### src/rtl/fpu_issue_sched.sv
// Issue scheduler for the variable-latency EXEC units (load, fdiv, fsqrt).
// Tracks GPR/FPR pending writes in a scoreboard and reserves the shared
// write-back port in a shifting reservation line whose slot 0 is the
// current write-back cycle.
module fpu_issue_sched #(
    parameter int unsigned LAT_LD   = 1,
    parameter int unsigned LAT_DIV  = 3,
    parameter int unsigned LAT_SQRT = 3
) (
    input  logic       i_clk,
    input  logic       i_rst_n,
    input  logic       i_flush,
    input  logic       i_iss_valid,
    input  logic [1:0] i_iss_cls,
    input  logic       i_iss_dst_en,
    input  logic       i_iss_dst_fp,
    input  logic [4:0] i_iss_dst,
    input  logic       i_iss_sa_en,
    input  logic       i_iss_sa_fp,
    input  logic [4:0] i_iss_sa,
    input  logic       i_iss_sb_en,
    input  logic       i_iss_sb_fp,
    input  logic [4:0] i_iss_sb,
    output logic       o_iss_ready,
    output logic       o_stall,
    output logic       o_wb_valid,
    output logic [1:0] o_wb_cls,
    output logic       o_wb_dst_fp,
    output logic [4:0] o_wb_dst,
    output logic       o_busy
);

    localparam int unsigned LEN_A = (LAT_LD > LAT_DIV) ? LAT_LD : LAT_DIV;
    localparam int unsigned LEN   = (LEN_A > LAT_SQRT) ? LEN_A : LAT_SQRT;

    // Reservation line, packed per field; slot i writes back i cycles from now.
    // r_wen marks slots that really write a register (dst enabled, not GPR r0).
    logic [LEN-1:0]   r_vld, r_wen, r_fp;
    logic [2*LEN-1:0] r_cls;
    logic [5*LEN-1:0] r_dst;
    logic [31:0]      r_pend_gpr, r_pend_fpr;

    logic [LEN-1:0]   w_nxt_vld, w_nxt_wen, w_nxt_fp;
    logic [2*LEN-1:0] w_nxt_cls;
    logic [5*LEN-1:0] w_nxt_dst;
    logic [31:0]      w_nxt_pg, w_nxt_pf;
    int unsigned      w_lat;
    logic             w_wbv, w_raw, w_waw, w_port, w_accept_long, w_dst_wr;

    function automatic logic f_pend(input logic fp, input logic [4:0] idx,
                                    input logic [31:0] g, input logic [31:0] f);
        return fp ? f[idx] : g[idx];
    endfunction

    assign w_wbv       = r_vld[0] & r_wen[0];
    assign o_wb_valid  = w_wbv;
    assign o_wb_cls    = w_wbv ? r_cls[1:0] : 2'd0;
    assign o_wb_dst_fp = w_wbv ? r_fp[0]    : 1'b0;
    assign o_wb_dst    = w_wbv ? r_dst[4:0] : 5'd0;
    assign o_busy      = |r_vld;
    assign w_dst_wr    = i_iss_dst_en & (i_iss_dst_fp | (i_iss_dst != 5'd0));

    // Latency of the presented class.
    always_comb begin
        w_lat = 0;
        case (i_iss_cls)
            2'd0:    w_lat = 0;
            2'd1:    w_lat = LAT_LD;
            2'd2:    w_lat = LAT_DIV;
            default: w_lat = LAT_SQRT;
        endcase
    end

    // Hazard detection and issue handshake.
    // Short ops compete with the actual write in this cycle; long ops with the
    // reservation, so a dst-less long op still holds its port slot.
    always_comb begin
        w_raw  = (i_iss_sa_en && f_pend(i_iss_sa_fp, i_iss_sa, r_pend_gpr, r_pend_fpr)) ||
                 (i_iss_sb_en && f_pend(i_iss_sb_fp, i_iss_sb, r_pend_gpr, r_pend_fpr));
        w_waw  = i_iss_dst_en && f_pend(i_iss_dst_fp, i_iss_dst, r_pend_gpr, r_pend_fpr);
        w_port = 1'b0;
        if (w_lat == 0) begin
            w_port = w_wbv;
        end else begin
            for (int unsigned i = 0; i < LEN; i++) begin
                if (i == w_lat && r_vld[i]) w_port = 1'b1;
            end
        end
        o_iss_ready   = i_iss_valid && !i_flush && !w_raw && !w_waw && !w_port;
        o_stall       = i_iss_valid && !o_iss_ready;
        w_accept_long = o_iss_ready && (w_lat != 0);
    end

    // Next reservation line and scoreboard: shift, insert accepted long op,
    // retire the slot-0 write.
    always_comb begin
        w_nxt_vld = r_vld >> 1;
        w_nxt_wen = r_wen >> 1;
        w_nxt_fp  = r_fp  >> 1;
        w_nxt_cls = r_cls >> 2;
        w_nxt_dst = r_dst >> 5;
        w_nxt_pg  = r_pend_gpr;
        w_nxt_pf  = r_pend_fpr;
        if (w_wbv) begin
            if (r_fp[0]) w_nxt_pf[r_dst[4:0]] = 1'b0;
            else         w_nxt_pg[r_dst[4:0]] = 1'b0;
        end
        if (w_accept_long) begin
            for (int unsigned i = 0; i < LEN; i++) begin
                if (i + 1 == w_lat) begin
                    w_nxt_vld[i]         = 1'b1;
                    w_nxt_wen[i]         = w_dst_wr;
                    w_nxt_fp[i]          = i_iss_dst_fp;
                    w_nxt_cls[2*i +: 2]  = i_iss_cls;
                    w_nxt_dst[5*i +: 5]  = i_iss_dst;
                end
            end
            if (w_dst_wr) begin
                if (i_iss_dst_fp) w_nxt_pf[i_iss_dst] = 1'b1;
                else              w_nxt_pg[i_iss_dst] = 1'b1;
            end
        end
    end

    // State registers; flush and reset both discard everything in flight.
    always_ff @(posedge i_clk or negedge i_rst_n) begin
        if (!i_rst_n) begin
            r_vld      <= '0;
            r_wen      <= '0;
            r_fp       <= '0;
            r_cls      <= '0;
            r_dst      <= '0;
            r_pend_gpr <= '0;
            r_pend_fpr <= '0;
        end else if (i_flush) begin
            r_vld      <= '0;
            r_wen      <= '0;
            r_fp       <= '0;
            r_cls      <= '0;
            r_dst      <= '0;
            r_pend_gpr <= '0;
            r_pend_fpr <= '0;
        end else begin
            r_vld      <= w_nxt_vld;
            r_wen      <= w_nxt_wen;
            r_fp       <= w_nxt_fp;
            r_cls      <= w_nxt_cls;
            r_dst      <= w_nxt_dst;
            r_pend_gpr <= w_nxt_pg;
            r_pend_fpr <= w_nxt_pf;
        end
    end

endmodule

### config.mk
export PLATFORM = sky130hd
export DESIGN_NAME = fpu_issue_sched
export DESIGN_NICKNAME = d
export VERILOG_FILES = /design/src/rtl/fpu_issue_sched.sv
export SDC_FILE = /design/constraint.sdc
export NUM_CORES = 1
export LEC_CHECK = 0
export ABC_AREA = 1
export CORE_MARGIN = 2
export CORE_UTILIZATION = 45
export DETAILED_ROUTE_END_ITERATION = 7
export PLACE_DENSITY_LB_ADDON = 0.08
export SYNTH_ARGS = -nofsm -noshare
export SYNTH_HDL_FRONTEND = slang
export SYNTH_SLANG_ARGS = --single-unit
### constraint.sdc
create_clock -name i_clk -period 5.56 [get_ports i_clk]
set_input_delay 0.556 -clock i_clk [delete_from_list [all_inputs] [get_ports i_clk]]
set_output_delay 0.556 -clock i_clk [all_outputs]
set_load 0.03 [all_outputs]
==> flow_summary.yaml, run 1 <==
finish:
  syn2layout_area_growth_pct: 8.707
  stdcell_area_um2: 8436
  finalNetCount: 1330
  drive_gt1_share_pct: 4.205
  insertedDiodeCount: 0
synth:
  yosys_warnings: 0
  synthCells: 1325
  ys_seq_area_share_pct: 30.31
  ys_ff_latch: 94
  syn_nets: 1352
  syn_avg_cell_area_um2: 5.857
  synth_cell_type_count: 26
  synth_area_um2: 7760
placed_design:
  placed_area_um2: 8124
  place.gp.congestion: 1.005
  io_buffers: 38
  dp_hpwl_mm: 19.02
grt:
  grt_pass1_wl_mm: 46.11
  antenna_found_initial: 0
  gr-usage-all-layers_pct: 33.17
  grt_pass1_vias: 7765
  grt_overflow_total: 0
  grt_max_degree: 78
critical_path:
  cp_slowest_cell: "clkdlybuf4s50_1"
  critical_path_arrival_ns: 3.66
  cp_num_buf_inv: 5
  cp_common_cell: "nand2_1"
  crit_path_end_kind: "output pin"
  crit_fanout: 28
  critPathMaxStageDelay_ns: 0.79
  cp_cell_sequence: "clkdlybuf4s50_1, buf_4, nand2_4, inv_2, nand2_1, nand2_1, nor2_1, nor2_1, nor2_1, nand3_1, nand3_1, nand2_1, a21oi_4, nand2_1, nand2_1, inv_1, clkdlybuf4s50_1"
  required_ns: 5.00
  startpoint_type: "input pin"
  critical_path_class: "in2out"
  cp_top_family: "buffers and inverters"
detailed_routing:
  via_count: 8851
  ant_nets: 0
  first_pass_iters: 5
  routedWlPerCell_um: 19.49
  vias_per_cell: 5.774
  drt_iter0_markers: 1196
  wl_mm: 29.87
  remaining_drc_errors: 0
clock_tree:
  cts_root_buffer: "clkbuf_16"
  cts_sinks: 94
  cts_resized: 0
  clkTransAtPathRegs_ns: 0.07
  cts_made_buffers: 9
  h-tree-depth: 3
  insertion_delay_ns: 0.36
  ctsHoldBuffers: 0
  postCtsSetupBuffers: 0
  tritoncts: "yes"
  clockBufferDepth: 2
floorplanning:
  coreArea_um2: 17060
  fp-row-count: 48
  io_pins: 39
  start_util_pct: 45.50
  die_area_um2: 18310
  fp.dieW_um: 135.3
  die_y_um: 135.3
sta:
  finalHoldViolations: 0
  fin_crit_ns: 4.219
  tightestPinTransition_ns: 0.9905
  whs_ns: 0.1963
  report.final.slew_viol_count: 0
  finalCritPeriodShare_pct: 75.88
  fin_skew_ns: 0.006645
  max_freq_mhz: 237.0
  relSlewSlack_pct: 33.90
  setup_viol: 0
  rsz0062_at_grt: "no"
  tns_ns: 0
power:
  seq_power_share_pct: 40.2
  p_int_uw: 1215
  ir_worst_vdd_mv: 0.1666
  p_per_area_nw_per_um2: 225.2
  p_leak_uw: 0.004331
  switching_share_pct: 36.04
  switchingPower_uw: 684.6
  p_comb_share_pct: 23.9
  pwr-share-clk_pct: 35.9
run_status:
  status: "complete, no violations"
min_path:
  hp-class: "in2async"
job:
  timing.max_cap.violations: 0
## flip-flops by register name (all words and copies together), names as in the netlist
| name | count |
|---|---|
| r_fp | 3 |
| r_cls | 6 |
| r_vld | 3 |
| r_dst | 15 |
| r_pend_gpr | 32 |
| r_pend_fpr | 32 |
| r_wen | 3 |
## metal layers
metal	up-vias	track usage, %	wire length (um)
li1	4206	-	-
met1	4099	46.52	12960
met2	459	49.63	13040
met3	87	5.911	2589
met4	0	15.68	1288
met5	-	0	0
## area by class of cell
cell class	instances	area, um2
Clock buffer	9	225.2
Clock inverter	7	86.33
Fill cell	1813	8621
Inverter	154	578.1
Multi-Input combinational cell	989	4402
Sequential cell	94	2352
Tap cell	225	281.5
Timing Repair Buffer	55	510.5
## synthesized netlist by cell type (all sizes together)
cell type	count	area (um2)
o41ai	1	8.760
nand2	474	1792
nand4	65	412.9
nor3	22	120.1
a21oi	17	85.08
clkinv	3	11.26
inv	151	566.8
a31oi	57	356.6
nand3	115	575.6
o21ai	65	325.3
nor2	166	628.1
buf	44	300.3
clkbuf	44	165.2
a32oi	6	52.55
o211ai	1	7.510
dfrtp	94	2352
## cell families after synthesis
group,synth area share [%]
AOI/OAI and AO/OA,10.77
buffers and inverters,13.45
DFF,30.31
and+or+nand+nor,45.47
## cells in the final DEF (no fill, tap or decap)
master           Yosys  routed
nand2_1            471     470
nor2_1             164     164
inv_1              143     143
nand3_1            115     115
dfrtp_1             94      94
nand4_1             64      64
o21ai_0             63      63
a31oi_1             57      56
clkdlybuf4s50_1      0      35
nor3_1              20      20
buf_4                5      18
a21oi_1             17      16
clkbuf_16            0       9
inv_2                8       8
a32oi_1              6       6
nand2_2              2       3
clkinv_1             3       3
inv_8                0       3
nor2_2               2       2
o21ai_1              2       2
nor3_2               2       2
inv_6                0       2
nand2_4              1       1
o211ai_1             1       1
a21oi_4              0       1
a31oi_4              0       1
nand4_4              0       1
o41ai_1              1       1
clkinv_2             0       1
bufinv_16            0       1
buf_2               27       1
buf_12               0       1
## worst reg2reg max path, cell delays in order (launching register included)
cell     delay (ns)
dfrtp_1        0.35
nand2_1        0.22
nor2_2         0.65
inv_1          0.69
o21ai_0        0.44
inv_1          0.08
a31oi_1        0.15
nand4_1        0.11
nand2_1        0.11
nor2_1         0.04
## power groups by stage
stage	Combinational (uW)	Sequential, uW	Clock [uW]
5_1_grt	506	767	716
3_3_place_gp	443	776	0
4_1_cts	448	762	689
2_1_floorplan	317	755	0
6_report	454	764	681
3_5_place_dp	445	775	0
## through the flow
step / util [%] / power (uW) / setup slack [ns] / std cells
finish: 49.46 / 1900 / 1.341 / 1533
global placement: 47.63 / 1219 / 1.454 / 1517
CTS: 49.46 / 1899 / 1.390 / 1533
detailed placement: 47.63 / 1220 / 1.399 / 1517
global route: 49.46 / 1989 / 1.157 / 1533
floorplan: - / 1072 / 2.883 / 1325
## final timing paths
check	from	cells after the start	to	slack [ns]
min in group i_clk	r_fp[2]	2	r_fp[1]	0.46
max in group asynchronous	i_rst_n	2	r_pend_fpr[15]	4.25
max reg2reg	r_vld[0]	9	r_pend_gpr[19]	2.57
max	i_iss_dst[0]	17	o_stall	1.34
min	i_rst_n	1	r_vld[2]	0.20
min reg2reg	r_fp[2]	2	r_fp[1]	0.46
Note: power is estimated with default switching activity, not from simulation.
==> inputs of run 2 (changes only) <==
Clock period 5.56 ns to 3.6 ns, I/O delays scaled along.
==> flow_summary.yaml, run 2 (synthesis gave the netlist of run 1 again) <==
clock_tree:
  ctsHoldBuffers: 0
  cts_root_buffer: "clkbuf_16"
  postCtsSetupBuffers: 0
  cts_made_buffers: 9
  insertion_delay_ns: 0.37
  cts_sinks: 94
  tritoncts: "yes"
  h-tree-depth: 3
  clockBufferDepth: 2
  clkTransAtPathRegs_ns: 0.08
grt:
  grt_overflow_total: 0
  antenna_found_initial: 0
  grt_max_degree: 95
  gr-usage-all-layers_pct: 33.88
  grt_pass1_vias: 8345
  grt_pass1_wl_mm: 47.35
floorplanning:
  fp-row-count: 48
  coreArea_um2: 17060
  io_pins: 39
  fp.dieW_um: 135.3
  die_area_um2: 18310
  die_y_um: 135.3
  start_util_pct: 45.50
sta:
  report.final.slew_viol_count: 0
  tns_ns: 0
  setup_viol: 0
  relSlewSlack_pct: 39.92
  finalCritPeriodShare_pct: 94.56
  worst_slack_ns: 0.1958
  max_freq_mhz: 293.8
  fin_crit_ns: 3.404
  rsz0062_at_grt: "no"
  fin_skew_ns: 0.008006
  tightestPinTransition_ns: 0.9012
  finalHoldViolations: 0
power:
  p_comb_share_pct: 25.0
  ir_worst_vdd_mv: 0.2252
  p_int_uw: 1836
  p_leak_uw: 0.004472
  switchingPower_uw: 1069
  p_per_area_nw_per_um2: 334.4
  p_total_uw: 2905
  pwr-share-clk_pct: 34.2
  switching_share_pct: 36.79
  seq_power_share_pct: 40.8
run_status:
  status: "complete, no violations"
finish:
  drive_gt1_share_pct: 6.072
  syn2layout_area_growth_pct: 11.95
  fin_util_pct: 50.93
  reg_top3: "r_pend_fpr: 32 flops, r_pend_gpr: 32 flops, r_dst: 15 flops"
  final_cell_mix: "nand2_1, nor2_1, inv_1"
  insertedDiodeCount: 0
  layout_commonest_cell: "nand2_1"
  finalNetCount: 1356
  fillers: 1824
detailed_routing:
  routedWlPerCell_um: 19.23
  ant_nets: 0
  remaining_drc_errors: 0
  wl_mm: 29.97
  first_pass_iters: 5
  via_count: 8954
  drt_iter0_markers: 932
  vias_per_cell: 5.743
critical_path:
  cp_slowest_cell: "clkdlybuf4s50_1"
  critPathMaxStageDelay_ns: 0.65
  critical_path_arrival_ns: 3.04
  required_ns: 3.24
  critical_path_class: "in2out"
  startpoint_type: "input pin"
  crit_fanout: 17
  cp_common_cell: "nand2_1"
  crit_path_end_kind: "output pin"
  cp_cell_sequence: "clkdlybuf4s50_1, buf_6, o21ai_0, nand2_1, nand2_1, nand2_1, nand2_1, nor2_1, nand3_1, nand3_1, nand2_1, a21oi_4, nand2_1, nand2_1, inv_1, clkdlybuf4s50_1"
  cp_top_family: "buffers and inverters"
  cp_num_buf_inv: 4
min_path:
  hp-class: "in2async"
placed_design:
  place.gp.congestion: 0.9803
  io_buffers: 38
  preCtsSetupSlack_ns: 0.1973
  dp_hpwl_mm: 19.92
job:
  timing.max_cap.violations: 0
[run 2: changes by cell type in the layout (fill, tap and decap cells not counted), sizes merged]
cell	before	now
inv	156	155
bufinv	1	0
clkinv	4	6
buf	20	46
[run 2: power by group through the flow]
stage                     Clock [uW]  Combinational [uW]  Sequential (uW)
after floorplan                    0                 490             1170
after global placement             0                 709             1200
after detailed placement           0                 712             1200
after CTS                       1000                 715             1180
after global routing            1040                 814             1190
final                            992                 727             1190
[run 2: repair_timing]
action	4_1_cts	5_1_grt
endpoints found under the setup margin	0	1
hold endpoints to repair	0	0
gates resized for setup	0	3
[run 2: stage by stage]
stage / instance area, um2 / hold slack, ns / cells
after floorplan: 7760 / 0.06441 / 1325
after global placement: 8382 / 0.4366 / 1543
after detailed placement: 8382 / 0.4475 / 1543
after CTS: 8681 / 0.06869 / 1559
after global routing: 8687 / 0.06480 / 1559
final: 8687 / 0.03039 / 1559
[run 2: per-layer routing]
layer  up-vias  part of all wire, %  global-route usage [%]
met5         -                    0                       0
met4         0                  5.2                   20.02
met3        94                  9.1                   5.911
met2       465                   43                   50.17
met1      4126                   42                   46.38
li1       4269                    -                       -
[run 2: worst paths after layout]
| path | to | start | cells after the start | slack (ns) |
|---|---|---|---|---|
| max | o_stall | i_iss_dst[0] | 16 | 0.20 |
| min | r_cls[1] | i_rst_n | 2 | 0.03 |
| max reg2reg | r_cls[1] | r_pend_gpr[29] | 15 | 0.93 |
| min reg2reg | r_dst[5] | r_dst[10] | 2 | 0.46 |
| max in group asynchronous | r_pend_gpr[12] | i_rst_n | 2 | 3.15 |
| min in group i_clk | r_wen[0] | i_flush | 4 | 0.39 |
[run 2: final cells by class]
cell class	instances	area, um2	area share [%]
Multi-Input combinational cell	989	4402	50.67
Sequential cell	94	2352	27.08
Timing Repair Buffer	81	772.0	8.887
Inverter	154	580.6	6.683
Tap cell	225	281.5	3.241
Clock buffer	9	225.2	2.593
Clock inverter	7	73.82	0.8498
